<file path="src/rtl/vga_pkg.sv">
// Shared VGA plotting definitions: screen geometry, plotter states and
// the end-coordinate clipping helper used when a rectangle is accepted.
package vga_pkg;

  localparam int X_W   = 8;
  localparam int Y_W   = 7;
  localparam int C_W   = 3;
  localparam int X_MAX = 159;
  localparam int Y_MAX = 119;

  // Width used for end-coordinate arithmetic; wide enough for x0+w-1.
  localparam int CLIP_W = 9;

  typedef enum logic [1:0] {
    IDLE  = 2'd0,
    DRAW  = 2'd1,
    CLEAR = 2'd2,
    FIN   = 2'd3
  } plot_state_t;

  typedef struct packed {
    logic [CLIP_W-1:0] end_c;
    logic              empty;
  } clip_t;

  // Last covered coordinate of a span starting at start_c with len_c
  // pixels, limited to max_c. A zero-length span or one starting beyond
  // max_c is flagged empty (end_c is then meaningless).
  function automatic clip_t clip_end(input logic [CLIP_W-1:0] start_c,
                                     input logic [CLIP_W-1:0] len_c,
                                     input logic [CLIP_W-1:0] max_c);
    clip_t           res;
    logic [CLIP_W:0] sum;
    sum       = {1'b0, start_c} + {1'b0, len_c} - {{CLIP_W{1'b0}}, 1'b1};
    res.empty = (len_c == {CLIP_W{1'b0}}) || (start_c > max_c);
    if (sum > {1'b0, max_c}) begin
      res.end_c = max_c;
    end else begin
      res.end_c = sum[CLIP_W-1:0];
    end
    return res;
  endfunction

endpackage

</file>
<file path="src/rtl/rect_plotter.sv">
// Filled-rectangle / clear-screen command engine for the VGA plot port.
// Emits one pixel per clock in row-major order, clipped to the screen.
module rect_plotter
  import vga_pkg::*;
(
  input  logic           CLOCK_50,
  input  logic           reset,
  input  logic           start,
  input  logic           clear,
  input  logic [X_W-1:0] x0,
  input  logic [Y_W-1:0] y0,
  input  logic [X_W-1:0] w,
  input  logic [Y_W-1:0] h,
  input  logic [C_W-1:0] colour_in,
  output logic           busy,
  output logic           done,
  output logic [X_W-1:0] x,
  output logic [Y_W-1:0] y,
  output logic [C_W-1:0] colour,
  output logic           plot,
  output logic           vga_resetn
);

  plot_state_t       state_r, state_s;
  logic [X_W-1:0]    x_r, x_s;
  logic [Y_W-1:0]    y_r, y_s;
  logic [C_W-1:0]    colour_r, colour_s;
  logic              plot_r, plot_s;
  logic              vga_resetn_r, vga_resetn_s;
  logic              busy_r, busy_s;
  logic              done_r, done_s;
  logic [X_W-1:0]    x0_r, x0_s;
  logic [CLIP_W-1:0] xe_r, xe_s;
  logic [CLIP_W-1:0] ye_r, ye_s;
  clip_t             clip_x_s, clip_y_s;
  logic              last_col_s, last_row_s;

  // Clipped end coordinates of the rectangle currently on the inputs.
  always_comb begin
    clip_x_s = clip_end({1'b0, x0}, {1'b0, w}, CLIP_W'(X_MAX));
    clip_y_s = clip_end({2'b00, y0}, {2'b00, h}, CLIP_W'(Y_MAX));
  end

  // Scan position compared against the latched rectangle corner.
  always_comb begin
    last_col_s = ({1'b0, x_r} == xe_r);
    last_row_s = ({2'b00, y_r} == ye_r);
  end

  // Next-state and next-output logic; pixel position lives in x_r/y_r.
  always_comb begin
    state_s      = state_r;
    x_s          = x_r;
    y_s          = y_r;
    colour_s     = colour_r;
    plot_s       = 1'b0;
    vga_resetn_s = 1'b1;
    busy_s       = 1'b0;
    done_s       = 1'b0;
    x0_s         = x0_r;
    xe_s         = xe_r;
    ye_s         = ye_r;
    case (state_r)
      IDLE, FIN: begin
        // FIN accepts a new command just like IDLE for back-to-back use.
        if (clear) begin
          state_s      = CLEAR;
          vga_resetn_s = 1'b0;
          busy_s       = 1'b1;
        end else if (start) begin
          if (clip_x_s.empty || clip_y_s.empty) begin
            state_s = FIN;
            done_s  = 1'b1;
          end else begin
            state_s  = DRAW;
            x_s      = x0;
            y_s      = y0;
            colour_s = colour_in;
            x0_s     = x0;
            xe_s     = clip_x_s.end_c;
            ye_s     = clip_y_s.end_c;
            plot_s   = 1'b1;
            busy_s   = 1'b1;
          end
        end else begin
          state_s = IDLE;
        end
      end
      DRAW: begin
        if (last_col_s && last_row_s) begin
          state_s = FIN;
          done_s  = 1'b1;
        end else if (last_col_s) begin
          x_s    = x0_r;
          y_s    = y_r + 7'd1;
          plot_s = 1'b1;
          busy_s = 1'b1;
        end else begin
          x_s    = x_r + 8'd1;
          plot_s = 1'b1;
          busy_s = 1'b1;
        end
      end
      CLEAR: begin
        state_s = FIN;
        done_s  = 1'b1;
      end
      default: begin
        state_s = IDLE;
      end
    endcase
  end

  // State and registered outputs, synchronous reset.
  always_ff @(posedge CLOCK_50) begin
    if (reset) begin
      state_r      <= IDLE;
      x_r          <= 8'd0;
      y_r          <= 7'd0;
      colour_r     <= 3'd0;
      plot_r       <= 1'b0;
      vga_resetn_r <= 1'b1;
      busy_r       <= 1'b0;
      done_r       <= 1'b0;
      x0_r         <= 8'd0;
      xe_r         <= 9'd0;
      ye_r         <= 9'd0;
    end else begin
      state_r      <= state_s;
      x_r          <= x_s;
      y_r          <= y_s;
      colour_r     <= colour_s;
      plot_r       <= plot_s;
      vga_resetn_r <= vga_resetn_s;
      busy_r       <= busy_s;
      done_r       <= done_s;
      x0_r         <= x0_s;
      xe_r         <= xe_s;
      ye_r         <= ye_s;
    end
  end

  assign x          = x_r;
  assign y          = y_r;
  assign colour     = colour_r;
  assign plot       = plot_r;
  assign vga_resetn = vga_resetn_r;
  assign busy       = busy_r;
  assign done       = done_r;

endmodule

</file>
<file path="config.mk">
export PLATFORM = sky130hd
export DESIGN_NAME = rect_plotter
export DESIGN_NICKNAME = d
export VERILOG_FILES = /design/src/rtl/vga_pkg.sv /design/src/rtl/rect_plotter.sv
export SDC_FILE = /design/constraint.sdc
export NUM_CORES = 1
export LEC_CHECK = 0
export CORE_UTILIZATION = 54
export CTS_CLUSTER_DIAMETER = 200
export DETAILED_ROUTE_END_ITERATION = 10
export MAX_ROUTING_LAYER = met4
export PLACE_DENSITY = 0.81
export SLEW_MARGIN = 20
export SYNTH_ARGS = -nofsm -noshare
export SYNTH_HDL_FRONTEND = slang
export SYNTH_SLANG_ARGS = --single-unit
</file>
<file path="constraint.sdc">
create_clock -name CLOCK_50 -period 3.8 [get_ports CLOCK_50]
set_input_delay 0.76 -clock CLOCK_50 [delete_from_list [all_inputs] [get_ports CLOCK_50]]
set_output_delay 0.76 -clock CLOCK_50 [all_outputs]
set_load 0.01 [all_outputs]
</file>
==> results of run 1 <==
[synth_stat cells, types with 2 or more instances]
| cell type | n |
|---|---|
| xor2_1 | 23 |
| dfxtp_1 | 50 |
| nor2_1 | 24 |
| nor4_1 | 4 |
| o211ai_2 | 2 |
| o221a_2 | 6 |
| a311oi_1 | 8 |
| nor3_1 | 6 |
| a21oi_1 | 35 |
| buf_2 | 5 |
| xnor2_1 | 9 |
| ha_1 | 32 |
| nand2_1 | 48 |
| mux2i_1 | 2 |
| nand4_1 | 3 |
| a31o_2 | 2 |
| inv_1 | 65 |
| nor4_4 | 2 |
| a31oi_1 | 2 |
| o21ai_0 | 20 |
| o211ai_1 | 2 |
| nand3_1 | 21 |
| a21o_1 | 4 |
| and3_1 | 7 |
| o21ai_2 | 3 |
| a211oi_1 | 9 |
| nor3_2 | 2 |
| o41ai_1 | 2 |
| nand2b_1 | 5 |
| o31a_1 | 2 |
| clkbuf_1 | 11 |
| or2_2 | 2 |
| o22ai_1 | 4 |
| fa_1 | 2 |
[per-layer routing]
metal | up-vias | part of all wire, % | track usage (%)
met4 | 0 | 2.5 | 9.40
met3 | 20 | 4.9 | 4.37
met2 | 93 | 46 | 41.5
met5 | - | 0 | -
met1 | 1486 | 47 | 35.1
li1 | 1641 | - | -
[metrics by stage]
stage | util (%) | setup WS [ps] | hold slack, ps | instances | total power [mW]
after floorplan | - | 845 | 434 | 445 | 1.76
after global placement | 65.9 | 229 | 444 | 567 | 2.12
after detailed placement | 65.9 | 140 | 449 | 567 | 2.17
after CTS | 67.2 | 460 | 460 | 574 | 2.47
after global routing | 67.2 | 298 | 480 | 574 | 2.65
final | 67.2 | 448 | 464 | 574 | 2.48
[final cells by class]
type	count	area, µm²
inverters	66	248
clock buffers	5	68.8
clock inverters	2	15.0
flip-flops and latches	50	1000
well taps	77	96.3
multi-input cells	311	2200
repair buffers	63	618
fillers	549	2070
[kinds of logic after synthesis]
group                    count (synthesis)  share of synthesized area [%]
multiplexers                             3                          0.887
buffers and inverters                   84                           9.33
adder cells (fa/ha/maj)                 34                           12.5
AND/OR/NAND/NOR                        129                           18.3
AO/OA/AOI/OAI                          113                           22.6
XOR/XNOR                                32                           7.95
flip-flops                              50                           28.4
[worst reg2reg max path, delay by kind of cell, from the launching register on]
kind	cells	cell delay (ps)
compound gates	3	820
xor+xnor	1	100
flops	1	460
simple gates	2	740
[registers in the layout, indices dropped and copies added, names as in the netlist]
signal,flops
x,8
plot,1
x0_r,8
vga_resetn,1
done,1
xe_r,9
busy,1
ye_r,9
y,7
colour,3
state_r,2
[power breakdown]
group	switching, mW	internal [mW]
clock network	0.180	0.126
logic	0.784	0.597
registers	0.150	0.644
total	1.11	1.37
[layout by cell type (no fill, tap or decap), types with 4 or more instances in the layout]
master and instances:
inv_1 65, a21oi_1 35, a311oi_1 8, nor3_1 6
clkdlybuf4s50_1 58, and3_1 7, dfxtp_1 50, a21o_1 4
o221a_2 6, a211oi_1 9, nand2b_1 5, nor2_1 24
buf_4 5, nand2_1 48, xnor2_1 9, nand3_1 21
o21ai_0 20, o22ai_1 4, xor2_1 23, nor4_1 4
ha_1 32, clkbuf_8 5
[final timing paths]
kind / startpoint / end / slack, ps / depth (start not counted)
setup / recovery: y0[1] / ye_r[2]$_SDFFE_PP0P_ / 450 / 12
hold / removal: x0_r[6]$_SDFFE_PP0P_ / x0_r[6]$_SDFFE_PP0P_ / 460 / 2
setup reg to reg: y[5]$_SDFFE_PP0P_ / y[2]$_SDFFE_PP0P_ / 1630 / 6
hold reg to reg: x0_r[6]$_SDFFE_PP0P_ / x0_r[6]$_SDFFE_PP0P_ / 460 / 2
==> flow_metrics.env, run 1 <==
export IMPL_synth_cell_types=55
export IMPL_timing_critical_path_buf_inv=3
export IMPL_ctsRootBufferMaster="clkbuf_8"
export IMPL_crit_arrival_ps=3550
export IMPL_fp_coreArea_um2=6310
export IMPL_clk_path_buf_depth=2
export IMPL_clk_pin_slew_ps=90
export IMPL_drive_above_1_share_pct=7.44
export IMPL_crit_chain="clkdlybuf4s50_1 -> inv_1 -> ha_1 -> inv_1 -> ha_1 -> fa_1 -> a21o_1 -> a21oi_1 -> nor2b_1 -> o32ai_1 -> nor4_4 -> a311oi_1"
export IMPL_dp_hpwl_um=6510
export IMPL_synth_nets=516
export IMPL_postCtsHoldBufs=0
export IMPL_start_util_pct=55.9
export IMPL_finalCritPeriodShare_pct=88.2
export IMPL_powerDensity_nw_per_um2=585
export IMPL_clk_latency_ps=310
export IMPL_crit_slowest_cell="clkdlybuf4s50_1"
export IMPL_fin_tns_setup_ps=0
export IMPL_cp_required_ps=4000
export IMPL_synth_cell_area_um2=3530
export IMPL_num_rows=29
export IMPL_vdd_drop_max_uv=404
export IMPL_critPathKind="input port to register"
export IMPL_syn_avg_cell_area_um2=7.93
export IMPL_post_cts_buffers=0
export IMPL_die_width_um=82.8
export IMPL_ios=59
export IMPL_slowest_delay_ps=480
export IMPL_grt_pass1_vias=3071
export IMPL_synth_top_cell_area_share_pct=28.4
export IMPL_dieArea_um2=6860
export IMPL_synth_area_leader_cell="dfxtp_1"
export IMPL_track_usage_pct=26.7
export IMPL_skew_ps=7.36
export IMPL_finalSetupViolCount=0
export IMPL_ys_warn_count=0
export IMPL_relSlewSlack_pct=60.2
export IMPL_hold_viol=0
export IMPL_max_freq_mhz=298
export IMPL_synth_area_top_cells="dfxtp_1, ha_1, inv_1, xor2_1, nand2_1"
export IMPL_tightest_slew_ps=591
export IMPL_maxCapViolations=0
export IMPL_synth_ff_type="dfxtp_1"
export IMPL_ant_nets=0
export IMPL_min_period_ps=3350
export IMPL_async_reset_ff_share_pct=0
export IMPL_grt_overflow_total=0
export IMPL_seq_area_frac_synth_pct=28.4
export IMPL_drv_slew=0
export IMPL_dr_total_vias=3240
export IMPL_htree_num_levels=2
export IMPL_area_delta_synth_final_pct=20.3
export IMPL_portBuffers=58
export IMPL_wirelength_um=8670
export IMPL_cts_tree="done"
export IMPL_power_leakage_nw=1.83
export IMPL_diodes=0
export IMPL_cp_end_kind="register"
export IMPL_crit_path_start_kind="input port"
export IMPL_status="finished, final reports clean"
export IMPL_fin_area_um2=4240
export IMPL_cts_made_buffers=5
export IMPL_wl_per_cell_um=15.1
export IMPL_synth_edf_count=0
export IMPL_dpl_cell_area_um2=4160
export IMPL_via_per_inst=5.64
export IMPL_cts_sinks=50
export IMPL_die_h_um=82.8
export IMPL_drt_first_iter_violations=211
export IMPL_syn_inst=445
export IMPL_grt_pass1_wl_um=14500
export IMPL_path_delay_family="compound AO/OA/AOI/OAI gates"
export IMPL_drcViolationCount=0
export IMPL_hold_path_class="register to register"
export IMPL_gp_congestion=0.912
export IMPL_cp_max_fo=7
export IMPL_nets=568
export IMPL_grt_max_degree=38
export IMPL_rsz0062_at_grt="false"
export IMPL_antenna_found_initial=0
export IMPL_first_pass_iters=6
export IMPL_cts_resized=0
export IMPL_ys_seq_elements=50
(Power assumes the default switching activity.)
==> run 2: changes to the inputs <==
--- a/config.mk
+++ b/config.mk
@@ -5,11 +5,13 @@
 export SDC_FILE = /design/constraint.sdc
 export NUM_CORES = 1
 export LEC_CHECK = 0
-export CORE_UTILIZATION = 54
+export CELL_PAD_IN_SITES_DETAIL_PLACEMENT = 0
+export CELL_PAD_IN_SITES_GLOBAL_PLACEMENT = 1
+export CORE_UTILIZATION = 40
 export CTS_CLUSTER_DIAMETER = 200
 export DETAILED_ROUTE_END_ITERATION = 10
 export MAX_ROUTING_LAYER = met4
-export PLACE_DENSITY = 0.81
+export PLACE_DENSITY_LB_ADDON = 0.1
 export SLEW_MARGIN = 20
 export SYNTH_ARGS = -nofsm -noshare
 export SYNTH_HDL_FRONTEND = slang
==> run 2 against run 1 <==
Compared with the run above: largest cell class unchanged; clock power up 6.5%; flip-flop and latch count unchanged; critical path type unchanged; die area up 34%; largest power group unchanged; maximum frequency up 0.19%; critical path depth unchanged; worst hold slack worse by 4.2 ps.
==> flow_metrics.env, run 2 (same netlist as run 1, synthesis figures left out) <==
export IMPL_max_freq_mhz=299
export IMPL_dr_total_vias=3217
export IMPL_hold_viol=0
export IMPL_wl_met3_um=331
export IMPL_drv_slew=0
export IMPL_tightest_slew_ps=654
export IMPL_fp_coreArea_um2=8380
export IMPL_clk_path_buf_depth=2
export IMPL_ctsRootBufferMaster="clkbuf_8"
export IMPL_cts_tree="done"
export IMPL_wl_met1_um=4570
export IMPL_die_width_um=95.9
export IMPL_cts_made_buffers=5
export IMPL_dp_hpwl_um=6860
export IMPL_drcViolationCount=0
export IMPL_ios=59
export IMPL_drive_above_1_share_pct=7.62
export IMPL_grt_pass1_vias=3003
export IMPL_wirelength_um=8830
export IMPL_dr_max_layer_used="met4"
export IMPL_die_h_um=95.9
export IMPL_wl_met2_um=3790
export IMPL_vdd_drop_max_uv=222
export IMPL_top_regs="xe_r x9, ye_r x9"
export IMPL_grt_max_degree=38
export IMPL_crit_chain="clkdlybuf4s50_1 -> inv_1 -> ha_1 -> inv_1 -> ha_1 -> fa_1 -> a211oi_1 -> nor2_1 -> o31a_1 -> xor2_1 -> a22oi_1 -> a311oi_1"
export IMPL_portBuffers=58
export IMPL_min_to="colour[1]$_SDFFE_PP0P_"
export IMPL_cp_end_kind="register"
export IMPL_dieArea_um2=9200
export IMPL_cp_max_fo=5
export IMPL_num_rows=33
export IMPL_fin_tns_setup_ps=0
export IMPL_powerDensity_nw_per_um2=579
export IMPL_wl_per_cell_um=14.6
export IMPL_crit_arrival_ps=3520
export IMPL_start_util_pct=42.1
export IMPL_htree_num_levels=2
export IMPL_antenna_found_initial=0
export IMPL_crit_path_start_kind="input port"
export IMPL_rsz0062_at_grt="false"
export IMPL_hold_start="colour[1]$_SDFFE_PP0P_"
export IMPL_clk_latency_ps=310
export IMPL_hold_path_class="register to register"
export IMPL_fillers=832
export IMPL_cts_sinks=50
export IMPL_critPathKind="input port to register"
export IMPL_status="finished, final reports clean"
export IMPL_slowest_delay_ps=480
export IMPL_finalSetupViolCount=0
export IMPL_skew_ps=11.7
export IMPL_clk_pin_slew_ps=100
export IMPL_maxCapViolations=0
export IMPL_drt_first_iter_violations=114
export IMPL_rr_endpoint="x[7]$_SDFFE_PP0P_"
export IMPL_grt_pass1_wl_um=14700
export IMPL_hold_slack_ps=460
export IMPL_grt_overflow_total=0
export IMPL_crit_slowest_cell="clkdlybuf4s50_1"
export IMPL_ff_latch_area_um2=1000
export IMPL_cp_required_ps=3970
export IMPL_final_cell_mix="inv_1, clkdlybuf4s50_1, dfxtp_1"
export IMPL_first_pass_iters=4
export IMPL_area_delta_synth_final_pct=21.7
export IMPL_multi_input_area_um2=2200
export IMPL_power_leakage_nw=1.85
export IMPL_track_usage_pct=21.4
export IMPL_reg2reg_slack_ps=1680
export IMPL_cts_resized=0
export IMPL_reg2regPathDepth=6
export IMPL_nets=569
export IMPL_ant_nets=0
export IMPL_relSlewSlack_pct=56.0
export IMPL_diodes=0
export IMPL_final_common_cell="inv_1"
export IMPL_gp_congestion=0.834
export IMPL_finalCritPeriodShare_pct=88.0
export IMPL_post_cts_buffers=0
export IMPL_reg2reg_from="x[3]$_SDFFE_PP0P_"
export IMPL_postCtsHoldBufs=0
export IMPL_via_per_inst=5.33
export IMPL_min_period_ps=3350
export IMPL_whs_path_depth=2
## run 2: cell count changes in the layout (fill, tap and decap cells not counted), sizes merged
cell      delta
buf          +1
clkbuf       +2
clkinv       +1
clkinvlp     -2
## run 2: worst max-delay path, delay by kind of cell
family	cells	cell delay [ps]
buf+inv	3	590
xor+xnor	1	160
simple gates	1	70
compound gates	4	1000
fa+ha+maj	3	930
## run 2: routing by layer
layer / up-vias / GRT usage (%)
li1: 1643 / -
met1: 1495 / 29.2
met2: 71 / 32.7
met3: 8 / 2.84
met4: 0 / 7.21
met5: - / -
## run 2: layout make-up
cell class | count | area share, %
Sequential cell | 50 | 23.3
Inverter | 66 | 5.77
Timing Repair Buffer | 64 | 14.6
Clock inverter | 1 | 0.117
Multi-Input combinational cell | 311 | 51.2
Clock buffer | 7 | 2.01
Tap cell | 105 | 3.06
## run 2: stage by stage
stage | instance area [µm²] | std cells | power (mW) | worst slack [ps] | utilization [%]
6_report | 4290 | 604 | 2.49 | 454 | 51.2
5_1_grt | 4290 | 604 | 2.70 | 300 | 51.2
4_1_cts | 4290 | 604 | 2.50 | 457 | 51.2
3_5_place_dp | 4200 | 596 | 2.18 | 131 | 50.1
3_3_place_gp | 4200 | 596 | 2.17 | 210 | 50.1
2_1_floorplan | 3530 | 445 | 1.76 | 845 | -
## run 2: where the power goes
| group | internal [mW] | switching (mW) | leakage (nW) |
|---|---|---|---|
| clock | 0.147 | 0.179 | 0.0482 |
| sequential | 0.644 | 0.151 | 0.408 |
| combinational | 0.599 | 0.766 | 1.39 |
| total | 1.39 | 1.10 | 1.85 |
## run 2: worst max path at each step
| stage | endpoint | slack, ps | start |
|---|---|---|---|
| after floorplan | xe_r[5]$_SDFFE_PP0P_ | 850 | x0[1] |
| after global placement | xe_r[4]$_SDFFE_PP0P_ | 210 | x0[1] |
| after detailed placement | xe_r[3]$_SDFFE_PP0P_ | 130 | x0[1] |
| after CTS | xe_r[3]$_SDFFE_PP0P_ | 460 | x0[1] |
| after global routing | xe_r[3]$_SDFFE_PP0P_ | 300 | x0[1] |
| final | xe_r[3]$_SDFFE_PP0P_ | 450 | x0[1] |
==> run 3: changes to the inputs <==
--- a/config.mk
+++ b/config.mk
@@ -9,6 +9,7 @@
 export CELL_PAD_IN_SITES_GLOBAL_PLACEMENT = 1
 export CORE_UTILIZATION = 40
 export CTS_CLUSTER_DIAMETER = 200
+export CTS_CLUSTER_SIZE = 28
 export DETAILED_ROUTE_END_ITERATION = 10
 export MAX_ROUTING_LAYER = met4
 export PLACE_DENSITY_LB_ADDON = 0.1
==> results of run 3 <==
No change in the layout: final DEF, timing and power equal those of run 2.
